File: src/rtl/noc_port_arbiter_pkg.sv
// Shared definitions for the NoC output-port arbiter: parameter defaults,
// grant index width and the arbiter state encoding.
package noc_port_arbiter_pkg;

  localparam int unsigned NUM_REQ_DEF = 5;
  localparam int unsigned FLIT_W_DEF  = 16;
  localparam int unsigned CREDITS_DEF = 4;
  localparam int unsigned GRANT_W     = 3;

  typedef enum logic {
    ST_IDLE   = 1'b0,
    ST_LOCKED = 1'b1
  } arb_state_e;

endpackage

File: src/rtl/noc_port_arbiter_rr_picker.sv
// Combinational round-robin picker: first set request searching upward
// from (last_grant+1) mod NUM_REQ, wrapping to index 0.
module rr_picker
  import noc_port_arbiter_pkg::*;
#(
  parameter int unsigned NUM_REQ = NUM_REQ_DEF
) (
  input  logic [NUM_REQ-1:0] req_i,
  input  logic [GRANT_W-1:0] last_grant_i,
  output logic [GRANT_W-1:0] grant_o,
  output logic               any_req_o
);

  localparam int unsigned IW = (NUM_REQ > 1) ? $clog2(NUM_REQ) : 1;

  int unsigned idx;

  always_comb begin
    grant_o   = '0;
    any_req_o = 1'b0;
    idx       = 0;
    for (int unsigned k = 1; k <= NUM_REQ; k++) begin
      idx = (32'(last_grant_i) + k) % NUM_REQ;
      if (!any_req_o && req_i[idx[IW-1:0]]) begin
        any_req_o = 1'b1;
        grant_o   = GRANT_W'(idx);
      end
    end
  end

endmodule

File: src/rtl/noc_port_arbiter.sv
// Wormhole output-port arbiter: round-robin grant locked for a whole packet,
// credit-based flow control toward the downstream buffer, registered output.
module noc_port_arbiter
  import noc_port_arbiter_pkg::*;
#(
  parameter int unsigned NUM_REQ = NUM_REQ_DEF,
  parameter int unsigned FLIT_W  = FLIT_W_DEF,
  parameter int unsigned CREDITS = CREDITS_DEF
) (
  input  logic                      clk,
  input  logic                      rst,
  input  logic [NUM_REQ-1:0]        req_valid,
  input  logic [NUM_REQ*FLIT_W-1:0] req_flit,
  input  logic [NUM_REQ-1:0]        req_tail,
  output logic [NUM_REQ-1:0]        req_ready,
  output logic                      out_valid,
  output logic [FLIT_W-1:0]         out_flit,
  output logic                      out_tail,
  input  logic                      credit_in,
  output logic [2:0]                grant_id,
  output logic                      locked,
  output logic                      credit_err
);

  localparam int unsigned CW = $clog2(CREDITS + 1);

  arb_state_e         state_q, state_d;
  logic [GRANT_W-1:0] grant_q, grant_d;
  logic [GRANT_W-1:0] last_q, last_d;
  logic [CW-1:0]      credit_q, credit_d;
  logic               err_q, err_d;
  logic               ov_q, ov_d;
  logic [FLIT_W-1:0]  flit_q, flit_d;
  logic               tail_q, tail_d;

  logic [GRANT_W-1:0] pick;
  logic               any_req;
  logic               sel_valid, sel_tail, accept;
  logic [FLIT_W-1:0]  sel_flit;

  rr_picker #(.NUM_REQ(NUM_REQ)) u_picker (
    .req_i        (req_valid),
    .last_grant_i (last_q),
    .grant_o      (pick),
    .any_req_o    (any_req)
  );

  always_comb begin
    sel_valid = 1'b0;
    sel_tail  = 1'b0;
    sel_flit  = '0;
    for (int unsigned i = 0; i < NUM_REQ; i++) begin
      if (grant_q == GRANT_W'(i)) begin
        sel_valid = req_valid[i];
        sel_tail  = req_tail[i];
        sel_flit  = req_flit[i*FLIT_W +: FLIT_W];
      end
    end
  end

  assign accept = (state_q == ST_LOCKED) && sel_valid && (credit_q != '0);

  always_comb begin
    req_ready = '0;
    for (int unsigned i = 0; i < NUM_REQ; i++) begin
      if (accept && (grant_q == GRANT_W'(i))) req_ready[i] = 1'b1;
    end
  end

  always_comb begin
    state_d = state_q;
    grant_d = grant_q;
    last_d  = last_q;
    case (state_q)
      ST_IDLE: begin
        if (any_req) begin
          grant_d = pick;
          state_d = ST_LOCKED;
        end
      end
      ST_LOCKED: begin
        if (accept && sel_tail) begin
          state_d = ST_IDLE;
          last_d  = grant_q;
        end
      end
      default: state_d = ST_IDLE;
    endcase
  end

  always_comb begin
    ov_d     = accept;
    flit_d   = accept ? sel_flit : flit_q;
    tail_d   = accept ? sel_tail : tail_q;
    credit_d = credit_q;
    err_d    = err_q;
    // A return at full count is an overflow: count saturates, error latches.
    if (accept && !credit_in) begin
      credit_d = credit_q - CW'(1);
    end else if (!accept && credit_in) begin
      if (credit_q == CW'(CREDITS)) err_d = 1'b1;
      else                          credit_d = credit_q + CW'(1);
    end
  end

  always_ff @(posedge clk) begin
    if (rst) begin
      state_q  <= ST_IDLE;
      grant_q  <= '0;
      last_q   <= GRANT_W'(NUM_REQ - 1);
      credit_q <= CW'(CREDITS);
      err_q    <= 1'b0;
      ov_q     <= 1'b0;
      flit_q   <= '0;
      tail_q   <= 1'b0;
    end else begin
      state_q  <= state_d;
      grant_q  <= grant_d;
      last_q   <= last_d;
      credit_q <= credit_d;
      err_q    <= err_d;
      ov_q     <= ov_d;
      flit_q   <= flit_d;
      tail_q   <= tail_d;
    end
  end

  assign out_valid  = ov_q;
  assign out_flit   = flit_q;
  assign out_tail   = tail_q;
  assign grant_id   = grant_q;
  assign locked     = (state_q == ST_LOCKED);
  assign credit_err = err_q;

endmodule
File: config.mk
export PLATFORM = sky130hd
export DESIGN_NAME = noc_port_arbiter
export DESIGN_NICKNAME = d
export VERILOG_FILES = /design/src/rtl/noc_port_arbiter_pkg.sv /design/src/rtl/noc_port_arbiter_rr_picker.sv /design/src/rtl/noc_port_arbiter.sv
export SDC_FILE = /design/constraint.sdc
export NUM_CORES = 1
export LEC_CHECK = 0
export CAP_MARGIN = 20
export CORE_UTILIZATION = 37
export CTS_BUF_LIST = sky130_fd_sc_hd__clkbuf_2
export CTS_CLUSTER_SIZE = 10
export DETAILED_ROUTE_END_ITERATION = 10
export PLACE_DENSITY = 0.67
export SLEW_MARGIN = 30
export SYNTH_ARGS = -nofsm -noshare
export SYNTH_HDL_FRONTEND = slang
export SYNTH_SLANG_ARGS = --single-unit
File: constraint.sdc
create_clock -name clk -period 9.4 [get_ports clk]
set_clock_uncertainty 0.1 [all_clocks]
set_input_delay 2.35 -clock clk [delete_from_list [all_inputs] [get_ports clk]]
set_output_delay 2.35 -clock clk [all_outputs]
set_load 0.05 [all_outputs]
# Word level (Yosys, flattened, before mapping)
# Index checks and enable logic that the tools add are counted.
[word_totals]
ff_bits = 29
out_inout_bits = 28
inputBits = 93
wordCells = 106
[op_classes]
n_mux = 46
add_sub_neg = 7
div_mod_pow = 5
reduce_logical = 27
n_bitwise = 2
eq_ne = 6
magnitude_cmp = 5
[op_table]
columns = ["op", "n"]
rows = [
  ["$mod A32 B3 Y32 const B", 5],
  ["$mux W16", 5],
  ["$mux W1", 27],
  ["$mux W3", 8],
  ["$lt A3 B4 Y1 const B", 5],
  ["$bmux W1 S3", 5],
  ["$logic_and A1 B1 Y1", 14],
  ["$add A3 B2 Y4 const B", 2],
  ["$add A3 B3 Y4 const B", 2],
  ["$eq A3 B2 Y1 const B", 2],
  ["$eq A3 B3 Y1 const B", 2],
  ["$logic_not A1 Y1", 6],
  ["$reduce_and A2 Y1", 3],
  ["$add A3 B1 Y4 const B", 1],
  ["$add A3 B1 Y3 const B", 1],
  ["$eq A3 B1 Y1 const B", 1],
  ["$logic_not A3 Y1", 1],
  ["$reduce_and A3 Y1", 1],
  ["$reduce_bool A3 Y1", 1],
  ["$sub A3 B1 Y3 const B", 1],
  ["$ne A2 B2 Y1 const B", 1],
  ["$not A1 Y1", 2],
  ["$pmux W1 S2", 1],
  ["$reduce_bool A2 Y1", 1],
]

# Longest topological paths before layout
[depth]
ltp_word = 19
mapped_depth = 19
depth_no_buf = 17

# Modules after synthesis
# A second synthesis with hierarchy kept.
[unflattened]
hier_cells = 408
area_unflattened_um2 = 3517.1
[modules_own_cells]
columns = ["module", "area_each_um2", "seq_area_each_um2", "cells_each", "instances"]
rows = [
  ["noc_port_arbiter", 1818.0, 580.6, 178, 1],
  ["rr_picker", 1699.1, 0.0, 230, 1],
]

# Least setup slack after synthesis
# Ideal clock, no wire load.
[synth_timing]
kind = "input to output"
startpoint = "input port req_valid[2]"
endpoint = "output port req_ready[0]"
arrival_ps = 5127
stages = 9
path_buffers = 2
required_time_ps = 6950
slack_ps = 1823
path_cell_list = "clkbuf_1 -> mux2i_1 -> nor2_1 -> a31oi_1 -> o32a_1 -> nor2_1 -> inv_1 -> clkbuf_1 -> nor4_1"
[synth_via]
elab_chain_len = 7
[synth_lines]
columns = ["item", "line_no", "text"]
rows = [
  ["from (decl)", "noc_port_arbiter.sv:12", "input logic [NUM_REQ-1:0] req_valid,"],
  ["$mux W1 (3 in a row)", "noc_port_arbiter.sv:53", "if (grant_q == GRANT_W'(i)) begin"],
  ["$logic_and A1 B1 Y1 (2 in a row)", "noc_port_arbiter.sv:61", "assign accept = (state_q == ST_LOCKED) && sel_valid && (credit_q != '0);"],
  ["$logic_and A1 B1 Y1", "noc_port_arbiter.sv:66", "if (accept && (grant_q == GRANT_W'(i))) req_ready[i] = 1'b1;"],
  ["$mux W1", "noc_port_arbiter.sv:66", ""],
  ["to (decl)", "noc_port_arbiter.sv:15", "output logic [NUM_REQ-1:0] req_ready,"],
]
# Every way passes these cells.

# Worst setup path after layout
[layout_timing]
startpoint = "input port req_valid[3]"
endpoint = "output port req_ready[3]"
[layout_via]
elab_chain_len = 6
[layout_lines]
columns = ["item", "line_no"]
rows = [
  ["$mux W1 (2 in a row)", "noc_port_arbiter.sv:53"],
  ["$logic_and A1 B1 Y1 (2 in a row)", "noc_port_arbiter.sv:61"],
  ["$logic_and A1 B1 Y1", "noc_port_arbiter.sv:66"],
  ["$mux W1", "noc_port_arbiter.sv:66"],
]
# Every way passes these cells.

==> out/metrics.cfg <==
[cts]
postCtsSetupBuffers = 0
ctsResizeCount = 0
cts_inserted_buffers = 5
cts_root_buf = clkbuf_2
ctsHoldBuffers = 0
cts_tree = done
insertion_delay_ps = 360
clkTransAtPathRegs_ps = 160
clkSinkCount = 29
cts_buffer_depth = 2
htree_levels = 2

[detailed_routing]
wl_per_cell_um = 17.2
vias = 3984
final_antenna_net_count = 0
drt_iter0_markers = 247
firstDrtPassIters = 5
drt-total-wl_mm = 11.9
route.detailed.drc = 0
viasPerCell = 5.75

[synth]
synthArstFlopShare_pct = 0
synth_area_leaders = dfxtp_1 16%, ha_1 9.8%, mux4_2 6.9%, nor2_1 6.5%, mux2i_1 5.0%
synth-seq-cells = 29
synth_area_leader_cell = dfxtp_1
synth_edf_count = 0
yosysTopAreaCellShare_pct = 16.2
synth_cell_types = 72
yosys_warnings = 0
ys_seq_area_share_pct = 16.2
synth-main-ff-cell = dfxtp_1
synth_area_per_cell_um2 = 7.81
synthCells = 459
syn_area_mm2 = 0.00358
synth_nets = 582

[worst_setup_path]
setup.worst_path.end_class = primary output
worstPathMaxFanout = 26
path_class = input pin to primary output
startpoint_type = input pin
cp.required_ps = 6950
cp_data_arrival_time_ps = 5440
r2r_slack_ps = 3850

[floorplanning]
dieWidth_um = 100
start_util_pct = 38.4
rows = 35
die_area_mm2 = 0.0101
core_area_mm2 = 0.00933
pin_count = 121
die_y_um = 100

[sta]
fin_tns_setup_ps = 0
whs_ps = 408
fin_crit_ps = 7890
worst_pin_slew_ps = 753
finalSetupViolations = 0
hold_viol = 0
rsz0062_at_grt = no
fin_crit_sh_pct = 83.9
relSlewSlack_pct = 49.7
setup_ws_ps = 1510
clock.fmax_mhz = 127
slew_violations = 0

[worst_hold_path]
holdCritPathClass = flip-flop to flip-flop

[global_route]
grt_overflow = 0
antenna_found_initial = 0
first_global_vias = 3708
grt.total_usage_pct = 23.1
grt_max_degree = 37
grt_pass1_wl_mm = 18.5

[final_layout]
nFillCells = 898
diodes = 0
fin_util_pct = 53.0
drive_above_1_share_pct = 8.51
layout_commonest_cell = clkdlybuf4s50_1
fin_nets = 686
syn_to_final_growth_pct = 37.9
mostFrequentLayoutCells = 120 x clkdlybuf4s50_1, 62 x nor2_1, 30 x inv_1
final_cells = 693

[outcome]
status = finished clean

[place]
place_inst = 685
numPortBuffers = 120
place_hpwl_mm = 9.24
gp_congestion = 0.866
dp_slack_ps = 1520

[pwr]
power.density_mw_per_mm2 = 250
vdd_ir_drop_max_v = 0.000150
p_leak_uw = 0.00179

[flow_run]
maxCapViolCount = 0

path summary, 6_finish.rpt:
kind | start | end | cells past startpoint
setup / recovery | req_valid[3] | req_ready[3] | 12
hold / removal | out_flit[3] | out_flit[3] | 2
setup reg to reg | last_q[0] | grant_id[2] | 17
hold reg to reg | out_flit[3] | out_flit[3] | 2
Yosys cell counts, drive strengths merged (9+ instances only):
master   n
a21oi   27
a221oi   9
a22oi   10
buf     12
clkbuf  17
dfxtp   29
ha      28
inv     32
mux2i   18
mux4    11
nand2   25
nor2    62
nor3    16
o21ai   22
o221ai  10
xnor2   11
power by group:
part | switching, uW | internal (uW)
Combinational | 572 | 370
Clock | 46.5 | 44.1
Sequential | 40.5 | 161
final cells by class:
class,count,area [um^2],share of cell area (%)
sequential,29,582,11.8
inverter,34,128,2.58
clock buffer,5,25.0,0.506
tap,129,161,3.27
timing repair buffer,126,1250,25.2
clock inverter,3,41.3,0.835
multi-input combinational,367,2760,55.8
kinds of logic after synthesis:
kind of cell | Yosys count | synth area share (%)
fa+ha+maj | 30 | 10.9
xor+xnor | 13 | 3.39
simple gates | 152 | 21.3
buf+inv | 63 | 6.98
mux | 30 | 12.3
flops | 29 | 16.2
compound gates | 142 | 29.0
worst max-delay path: stages:
cell and delay [ps]:
clkdlybuf4s50_1 760, mux2i_1 150, nor2_1 110, a31oi_1 40
o32a_1 190, nor2_1 80, buf_4 270, inv_1 310
nor2_1 170, nand2_1 80, nor2_1 100, clkdlybuf4s50_1 810
metrics by stage:
stage	total power [uW]	cell area (um^2)
floorplan	882	3580
global placement	1120	4870
detailed placement	1130	4870
CTS	1230	4940
global route	1320	4940
finish	1230	4940
layer usage:
metal / wire length, um / global-route usage, % / up-vias
li1: - / - / 1935
met1: 5230 / 32.6 / 1912
met2: 5990 / 37.1 / 121
met3: 520 / 3.27 / 16
met4: 189 / 5.35 / 0
met5: 0 / 0 / -
state kept, by name, summed over array words and instances, names as in the netlist:
register    cells
locked          1
out_flit       16
out_valid       1
credit_q        3
grant_id        3
last_q          3
credit_err      1
out_tail        1
Power figures use the tool's default switching activity.
